`src/rtl/uart_tx_queue.sv`:
```
// Byte FIFO feeding the UART transmitter from LSIO bus stores, with a one-frame-per-byte drain FSM.
// Optional threshold interrupt built when UART_TXQ_IRQ_EN is defined (irq_o tied low otherwise).
module uart_tx_queue #(
  parameter int DEPTH = 16
) (
  input  logic        clk_i,
  input  logic        rst_i,
  input  logic        enable_i,
  input  logic [3:0]  wstrb_i,
  input  logic [31:0] addr_i,
  input  logic [31:0] addr_prev_i,
  input  logic [31:0] wvalue_i,
  output logic [31:0] rvalue_o,
  input  logic [10:0] tx_status_i,
  output logic [7:0]  tx_data_o,
  output logic        tx_send_o,
  output logic        irq_o
);

  localparam int         AW      = (DEPTH > 1) ? $clog2(DEPTH) : 1;
  localparam logic [8:0] DEPTH_L = 9'(DEPTH);
  localparam logic [10:0] TX_IDLE = 11'h7FF;

  localparam logic [1:0] S_IDLE = 2'd0;
  localparam logic [1:0] S_SEND = 2'd1;
  localparam logic [1:0] S_HOLD = 2'd2;

  logic [7:0]    mem [DEPTH];
  logic [AW-1:0] wr_ptr;
  logic [AW-1:0] rd_ptr;
  logic [8:0]    level;
  logic          ovf;
  logic [1:0]    state;
  logic [7:0]    last_byte;
  logic [8:0]    thresh_rd;

  logic [1:0] wsel;
  logic       is_write;
  logic       push_req;
  logic       push_ok;
  logic       pop;
  logic       empty;
  logic       full;
  logic       ovf_clr;

  always_comb begin
    wsel     = addr_i[3:2];
    is_write = enable_i && (wstrb_i != 4'b0000);
    push_req = is_write && (wsel == 2'd0) && wstrb_i[0];
    pop      = (state == S_SEND);
    empty    = (level == 9'd0);
    full     = (level == DEPTH_L);
    // A pop in the same cycle frees the slot the push needs, even when full.
    push_ok  = push_req && (!full || pop);
    ovf_clr  = is_write && (wsel == 2'd1) && wstrb_i[2] && wvalue_i[18];
  end

  always_ff @(posedge clk_i) begin
    if (push_ok) mem[wr_ptr] <= wvalue_i[7:0];
  end

  always_ff @(posedge clk_i or posedge rst_i) begin
    if (rst_i) begin
      wr_ptr    <= '0;
      rd_ptr    <= '0;
      level     <= '0;
      ovf       <= 1'b0;
      state     <= S_IDLE;
      last_byte <= '0;
    end else begin
      if (push_ok) wr_ptr <= wr_ptr + 1'b1;
      if (pop) begin
        rd_ptr    <= rd_ptr + 1'b1;
        last_byte <= mem[rd_ptr];
      end
      case ({push_ok, pop})
        2'b10:   level <= level + 9'd1;
        2'b01:   level <= level - 9'd1;
        default: level <= level;
      endcase
      if (push_req && !push_ok) ovf <= 1'b1;
      else if (ovf_clr)         ovf <= 1'b0;
      // An incoming push into an empty queue lets SEND start on the very next cycle.
      case (state)
        S_IDLE:  if ((!empty || push_ok) && (tx_status_i == TX_IDLE)) state <= S_SEND;
        S_SEND:  state <= S_HOLD;
        S_HOLD:  state <= S_IDLE;
        default: state <= S_IDLE;
      endcase
    end
  end

  assign tx_send_o = (state == S_SEND);
  assign tx_data_o = (state == S_SEND) ? mem[rd_ptr] : last_byte;

`ifdef UART_TXQ_IRQ_EN
  logic [8:0] thresh;
  logic       irq_q;

  always_ff @(posedge clk_i or posedge rst_i) begin
    if (rst_i) begin
      thresh <= '0;
      irq_q  <= 1'b0;
    end else begin
      if (is_write && (wsel == 2'd2)) begin
        if (wstrb_i[0]) thresh[7:0] <= wvalue_i[7:0];
        if (wstrb_i[1]) thresh[8]   <= wvalue_i[8];
      end
      irq_q <= (level <= thresh);
    end
  end

  assign thresh_rd = thresh;
  assign irq_o     = irq_q;
`else
  assign thresh_rd = '0;
  assign irq_o     = 1'b0;
`endif

  always_comb begin
    rvalue_o = '0;
    case (addr_prev_i[3:2])
      2'd1:    rvalue_o = {13'b0, ovf, full, empty, 7'b0, level};
      2'd2:    rvalue_o = {23'b0, thresh_rd};
      default: rvalue_o = '0;
    endcase
  end

  logic unused_bits;
  assign unused_bits = ^{addr_i[31:4], addr_i[1:0], addr_prev_i[31:4], addr_prev_i[1:0],
                         wstrb_i, wvalue_i};

endmodule

```
`config.mk`:
```
export PLATFORM = sky130hd
export DESIGN_NAME = uart_tx_queue
export DESIGN_NICKNAME = d
export VERILOG_FILES = /design/src/rtl/uart_tx_queue.sv
export SDC_FILE = /design/constraint.sdc
export NUM_CORES = 1
export LEC_CHECK = 0
export CORE_MARGIN = 2
export CORE_UTILIZATION = 51
export CTS_CLUSTER_SIZE = 24
export DETAILED_ROUTE_END_ITERATION = 8
export PLACE_DENSITY = 0.87
export SKIP_LAST_GASP = 1
export SYNTH_ARGS = -nofsm -noshare
export SYNTH_HDL_FRONTEND = slang
export SYNTH_SLANG_ARGS = --single-unit
```
`constraint.sdc`:
```
create_clock -name clk_i -period 2.9 [get_ports clk_i]
set_input_delay 0.435 -clock clk_i [delete_from_list [all_inputs] [get_ports clk_i]]
set_output_delay 0.435 -clock clk_i [all_outputs]
set_load 0.03 [all_outputs]
```
---- Word level (Yosys, flattened, before mapping) ----
Memory sizes are Yosys's and may differ from the RTL's.
Cells that the tools add are included.
operators by class
  add/subtract/negate cells ............... 4
  equality and inequality tests ........... 8
  mux-type cells .......................... 9
  reduce and logical (&&, ||, !) cells .... 20
operators by type and width
  cell                  count
  $mux 19               1
  $pmux 9 s2            1
  $eq 11x11->1 const B  1
  $add 9x1->9 const B   1
  $eq 9x5->1 const B    1
  $logic_and 1x1->1     9
  $logic_not 9->1       1
  $sub 9x1->9 const B   1
  $add 4x1->4 const B   2
  $eq 2x1->1 const B    4
  $mux 8                1
  $logic_not 2->1       2
  $mux 1                4
  $pmux 2 s2            1
  $reduce_bool 2->1     2
  $reduce_bool 4->1     1
  $logic_not 1->1       3
  $eq 2x2->1 const B    1
  $logic_or 1x1->1      2
  $mux 2                1
  $ne 2x2->1 const B    1
word-level totals
  flip-flop bits (word level) ............. 28
  memory bits (writable) .................. 128
  logic and storage cells ................. 48
  memories ................................ 1
memories
  name  depth  bits a word  read ports  clocked after memory_dff  wr ports  RTL line  RTL
  mem   16     8            1           0                         1         28        logic [7:0] mem [DEPTH];

---- Longest topological paths before layout ----
Gate-level depths: netlist (run 1).
  word-level depth ........................ 9
  mapped depth ............................ 8

---- Least setup slack after synthesis (run 1) ----
Ideal clock, no wire load.
  kind .................................... input port to flip-flop
  from .................................... in addr_i[3]
  to ...................................... reg level[8]
  library setup time ...................... 0.081 ns
  arrival time ............................ 2.427 ns
  path slack .............................. 0.393 ns
  stages .................................. 8
  path buffers ............................ 0
  cell sequence ........................... and4bb_2 > nor2_1 > ha_1 > a211oi_1 > nor3_1 > a211oi_2 > mux2i_1 > xnor2_1
between the ends
  longest elaborated chain between the ends .. 6
  elaborated cells on any way between the ends .. 8
  classes of those cells .................. eq/ne: 2; mux: 1; reduce/logical: 5
ends and longest elaborated chain
  item                                             RTL line  RTL
  start, declared                                  10        input logic [31:0] addr_i,
  $logic_not 2->1 *                                49        push_req = is_write && (wsel == 2'd0) && wstrb_i[0];
  $logic_and 1x1->1 * (2 in series)                49
  $logic_and 1x1->1 *                              54        push_ok = push_req && (!full || pop);
  $eq 2x1->1 or $eq 2x2->1 (tied branches)         76        case ({push_ok, pop})
  $pmux 9 s2 or $reduce_bool 2->1 (tied branches)  n/a
  end signal, assigned                             77        2'b10: level <= level + 9'd1;
  end signal, assigned                             78        2'b01: level <= level - 9'd1;
  end signal, assigned                             79        default: level <= level;
  end, declared                                    31        logic [8:0] level;
Every way passes the cells marked *; elsewhere a longest branch is shown, timed or not.
A chain may end at the register's enable or synchronous reset.

---- Worst setup path in the final report (run 1) ----
  from .................................... reg state[1]
  to ...................................... out tx_data_o[0]
between the ends
  longest elaborated chain between the ends .. 2
ends and longest elaborated chain
  item                    RTL line  RTL
  start, declared         33        logic [1:0] state;
  start signal, assigned  68        state <= S_IDLE;
  start signal, assigned  85        S_IDLE: if ((!empty || push_ok) && (tx_status_i == TX_IDLE)) state <= S_SEND;
  start signal, assigned  86        S_SEND: state <= S_HOLD;
  $eq 2x1->1              94        assign tx_data_o = (state == S_SEND) ? mem[rd_ptr] : last_byte;
  $mux 8                  n/a
  end, declared           15        output logic [7:0] tx_data_o,
Every way passes these cells.

==> run metrics, run 1 <==
Initial Utilization=52.2%; height of the die=between 100 and 150 µm; Crit Path Class=reg2out; R2R Path End=level[8]; post-layout min period=slightly below 3 ns; register bit total from synthesis=around 160; RSZ-0062 raised after global routing=yes; syn_area_per_cell=15.6 µm²; Crit-path slowest cell=a311oi_1; Die ar.=about 0.014 mm²; post-synth cell types=between 40 and 50; Max-Cap Viols=0; share of cells above drive strength 1=22.8%; clock-pin slew on the worst setup and hold paths=approximately 0.07 ns; CTS H-tree lvls=4; Fin. Hold Viols=0; Layout Nets=between 600 and 700; HP Class=in2async; Clk network pwr share=between 40% and 50%; post-synth design cell area=~0.007 mm²; hold_buf cts=0; worst clock skew=approximately 0.0098 ns; Crit. Startpoint=state[1]; fin crit share=101%; routed length per instance=roughly 21 µm; Synth Instances=between 400 and 500; area delta synth->final=20.5%; Primary FF master, synth=edfxtp_1; CP max FO=19; FF-to-FF setup slack=~0.38 ns; leak pwr=about 3 nW; Reg power frac=47.4%; max frequency=between 300 and 400 MHz; VDD IR max=between 0.3 and 0.4 mV; PD cells=approximately 700 mW/mm²; GRT overflow=0; crit path to=tx_data_o[0]; PortBufs=49; CP cell instances=nand2b_2 -> inv_1 -> buf_4 -> nor2_1 -> a311oi_1 -> buf_4; GRT Util Overall=21.3%; CTS root buf=clkbuf_16; register area share after synthesis=about two thirds; Die X=120 µm; CTS buffer count=17; Worst Setup End Kind=primary output; pin count of the biggest net entering global routing=44; Slew Viols, Final=0; first-pass GRT wire length=between 20,000 and 25,000 µm; Slew headroom=56.3%; drt drc=0; row cnt=42; GP Congestion=roughly 0.86; Bufs on Longest Clock Path=2; top cell type's share of synthesized area=a little under three fifths; I/O Pins=around 160; dpl hpwl=8780 µm; worst hold margin=between 0.3 and 0.4 ns; worst skew pair latency=about 0.43 ns; endpoints failing setup=1; post-synth top area cell=edfxtp_1; Top cell by count, worst path=buf_4; vias in the first global route=4,113; number of flops mapped to enable cells by yosys=roughly 130; yosys warns=0; switch share=between 20% and 30%; drt pass-1 iters=6; Startpoint Class=flop; measured slew at the worst slew-check pin=0.651 ns; Worst EP arrival=between 2 and 2.5 ns; Synth area leaders=edfxtp_1, dfrtp_1, mux4_2; most common cell in the netlist=edfxtp_1; Synth top cells by count=edfxtp_1, dfrtp_1, mux2i_1; Clock Sinks=between 150 and 200; antenna violations before repair=0; Comb pwr share=12.4%; WP data required=between 2 and 2.5 ns; via count=roughly 4,200; vias per cell=slightly below 6; TNS Setup=-0.0257 ns; internal power=between 4 and 5 mW; Inserted Diodes=0; Fillers=between 800 and 900; CTS tree=done; Synth async-reset ratio=17.9%; CP peak stage delay=between 0.5 and 0.6 ns; Routed WL=about 15,000 µm; reg2reg path depth=8; first-iteration detailed-routing DRC count=around 470; P_sw=1.43 mW; DRT antenna net count=0; outcome=finished, violations left; Final WS setup=-0.0257 ns; CORE AREA=about 0.013 mm²; origin of the critical flop-to-flop path=state[1]; failing checks=negative setup slack
## power groups by stage
stage	registers, mW	clock network (mW)	logic (mW)
2_1_floorplan	2.68	0	0.502
3_3_place_gp	2.73	0	0.649
3_5_place_dp	2.74	0	0.689
4_1_cts	2.70	2.29	0.699
5_1_grt	2.72	2.39	0.769
6_report	2.70	2.29	0.704
## routing by layer
| layer | global-route usage, % | wire (µm) | share of wire (%) |
|---|---|---|---|
| met2 | 36.4 | 7640 | 50 |
| met5 | 0 | 0 | 0 |
| met1 | 26.1 | 5910 | 39 |
| met3 | 4.95 | 1200 | 8.0 |
| met4 | 8.79 | 380 | 2.5 |
## cell usage in the layout (no fill, tap or decap), drive strengths merged, types with 16 or more instances in the layout
cell,count
edfxtp,128
buf,44
clkdlybuf4s50,41
dfrtp,28
mux2i,25
nor2,24
conb,21
clkbuf,21
mux2,19
mux4,16
o21ai,16
## critical path, delay by kind of cell (launching register included)
kind                   cells  cell delay [ns]
AO/OA/AOI/OAI              1             0.57
buffers and inverters      3             0.79
flip-flops                 1             0.38
AND/OR/NAND/NOR            2             0.32
## worst min-delay path by stage
stage | cells after the start | start | endpoint | slack (ns)
finish | 3 | rst_i | last_byte[3] | 0.39
global route | 3 | rst_i | last_byte[3] | 0.44
CTS | 3 | rst_i | last_byte[3] | 0.40
detailed placement | 2 | ovf | ovf | 0.51
global placement | 2 | ovf | ovf | 0.49
floorplan | 2 | ovf | ovf | 0.46
## logic make-up (layout without fill, tap and decap cells)
group	after synthesis	in the layout	share of synthesized area, %
flip-flops	156	156	65.7
AND/OR/NAND/NOR	83	83	6.79
AO/OA/AOI/OAI	69	69	6.68
multiplexers	60	60	12.0
buffers and inverters	47	123	4.51
XOR/XNOR	14	14	1.77
adder cells (fa/ha/maj)	13	13	2.46
other	1	21	0.0543
## sequential cells by signal, indices dropped and copies added, names as in the netlist
| register | count |
|---|---|
| wr_ptr | 4 |
| last_byte | 8 |
| level | 9 |
| rd_ptr | 4 |
| ovf | 1 |
| state | 2 |
| mem | 128 |
## per-stage QoR
| stage | instance area, µm² | worst slack, ns | util [%] | cells | power (mW) |
|---|---|---|---|---|---|
| 2_1_floorplan | 6990 | 0.393 | - | 463 | 3.18 |
| 3_3_place_gp | 7670 | -0.333 | 57.9 | 679 | 3.37 |
| 3_5_place_dp | 7670 | -0.369 | 57.9 | 679 | 3.43 |
| 4_1_cts | 8290 | 0.0311 | 62.6 | 713 | 5.69 |
| 5_1_grt | 8330 | -0.0675 | 62.9 | 715 | 5.89 |
| 6_report | 8330 | -0.0257 | 62.9 | 715 | 5.69 |
## repair_timing
action	4_1_cts	5_1_grt
gates cloned	0	1
endpoints found under the setup margin	6	4
gates resized for setup	1	2
buffers inserted	2	1
## layout make-up
cell class	count	area (µm²)	share of cell area, %
clock buffer	20	447	5.36
clock inverter	12	160	1.92
inverter	5	18.8	0.225
multi-input combinational	260	2130	25.6
sequential	156	4550	54.6
tap	176	220	2.64
timing repair buffer	86	803	9.64
No activity file was read; power rests on OpenSTA's default activity.
==> run 2, diff against run 1 <==
--- a/config.mk
+++ b/config.mk
@@ -10,7 +10,6 @@
 export CTS_CLUSTER_SIZE = 24
 export DETAILED_ROUTE_END_ITERATION = 8
 export PLACE_DENSITY = 0.87
-export SKIP_LAST_GASP = 1
 export SYNTH_ARGS = -nofsm -noshare
 export SYNTH_HDL_FRONTEND = slang
 export SYNTH_SLANG_ARGS = --single-unit
==> run 2 against run 1 <==
Setup slack improved by 0.065 ns. Sequential power barely moved. Highest routed layer unchanged. Critical path depth fell by 2. Final cell count did not move. The run now ends clean. Cell area rose by 0.15%. Die area did not move. Combinational power barely moved. First-iteration DRC count fell by 3.2%. Sequential share of layout area fell by 0.082 points.
==> run metrics, run 2 (synthesis results as in run 1) <==
outcome=completed; crit-path leading delay family=flip-flops; TNS Setup=0 ns; origin of the critical flop-to-flop path=state[1]; GP Congestion=0.858; hold_buf cts=0; worst clock skew=0.0111 ns; share of cells above drive strength 1=23.2%; area delta synth->final=20.7%; leak pwr=between 2 and 3 nW; non-filler cells, final=approximately 700; GRT overflow=0; post-layout min period=2.86 ns; DRT antenna net count=0; GRT Util Overall=between 20% and 30%; CTS H-tree lvls=4; Fin. Hold Viols=0; CP max FO=10; Startpoint Class=flop; reg2reg path depth=8; Die X=between 100 and 150 µm; WP data required=between 2 and 2.5 ns; Clock Sinks=around 160; endpoints failing setup=0; drt drc=0; PortBufs=49; FF-to-FF setup slack=around 0.38 ns; CP cell instances=nand2b_1 -> nor3_1 -> a311oi_1 -> buf_4; Die ar.=0.0145 mm²; Largest register FFs=128; Top Registers=mem: 128 flops, level: 9 flops, last_byte: 8 flops; Slew Viols, Final=0; Worst Path Buf+Inv=1; vias in the first global route=just over 4,000; clock-pin slew on the worst setup and hold paths=roughly 0.070 ns; Crit. Startpoint=rd_ptr[3]; area of the multi-input gates=roughly 0.0021 mm²; Crit Path Class=reg2out; CORE AREA=~0.013 mm²; row cnt=42; CTS buffer count=17; CTS tree=done; VDD IR max=0.374 mV; Worst EP arrival=roughly 2.4 ns; Bufs on Longest Clock Path=2; Routed WL=15,200 µm; max frequency=350 MHz; critical path depth=4; Reg with most FFs=mem; routed length per instance=roughly 21 µm; R2R Path End=level[8]; most frequent cells in the layout=edfxtp_1, clkdlybuf4s50_1, buf_4; vias per cell=between 5 and 6; worst skew pair latency=around 0.43 ns; CP peak stage delay=roughly 0.63 ns; first-pass GRT wire length=22,600 µm; Crit-path slowest cell=dfrtp_1; worst hold margin=about 0.39 ns; first-iteration detailed-routing DRC count=450; HP Class=in2async; I/O Pins=156; Slew headroom=about three fifths; Worst Setup End Kind=primary output; antenna violations before repair=0; commonest non-fill, non-tap cell in the layout=edfxtp_1; CTS root buf=clkbuf_16; Max-Cap Viols=0; PD cells=about 680 mW/mm²; drt pass-1 iters=5; Initial Utilization=52.2%; height of the die=between 100 and 150 µm; crit path to=tx_data_o[6]; Layout Nets=653; Inserted Diodes=0; pin count of the biggest net entering global routing=44; dpl hpwl=8780 µm; fin crit share=a little over nine tenths; via count=between 4,000 and 5,000; register area=0.00455 mm²; Fillers=~900; dpl cells=679; measured slew at the worst slew-check pin=just over 0.6 ns
[run 2: through the flow]
step	total power [mW]	util (%)	worst slack, ns	area [µm²]
floorplan	3.18	-	0.393	6990
global placement	3.37	57.9	-0.333	7670
detailed placement	3.43	57.9	-0.369	7670
CTS	5.69	62.6	0.0311	8290
global route	5.89	63.0	-0.0861	8340
finish	5.68	63.0	0.0393	8340
[run 2: final cells by class]
class                           count  area share [%]
Clock buffer                       20            5.35
Clock inverter                     12            1.92
Inverter                            5           0.225
Multi-Input combinational cell    260            25.7
Sequential cell                   156            54.5
Tap cell                          176            2.64
Timing Repair Buffer               86            9.63
[run 2: worst min path at each step]
stage | startpoint | end | slack, ns | cells after the start
floorplan | ovf | ovf | 0.46 | 2
global placement | ovf | ovf | 0.49 | 2
detailed placement | ovf | ovf | 0.51 | 2
CTS | rst_i | last_byte[3] | 0.40 | 3
global route | rst_i | last_byte[3] | 0.44 | 3
finish | rst_i | last_byte[3] | 0.39 | 3
[run 2: timing repair]
item,CTS,global route
endpoints found under the setup margin,6,4
resized for setup,1,4
gates cloned,0,1
setup buffers,2,1
[run 2: worst min-delay path, stage by stage]
cell and delay (ns):
clkdlybuf4s50_1 0.39, inv_1 0.05, buf_4 0.35
[run 2: where the power goes]
part	leakage [nW]	switching, mW	internal (mW)	total (mW)
clock	0.296	0.895	1.39	2.28
combinational	1.15	0.366	0.338	0.704
sequential	1.51	0.166	2.53	2.70
total	2.95	1.43	4.26	5.68
[run 2: routing by layer]
metal / GRT usage (%) / vias to the layer above / routed length, µm
met5: 0 / - / 0
met4: 8.79 / 0 / 416
met3: 4.95 / 40 / 1250
met1: 26.1 / 2041 / 5820
met2: 36.4 / 229 / 7670
li1: - / 1828 / -
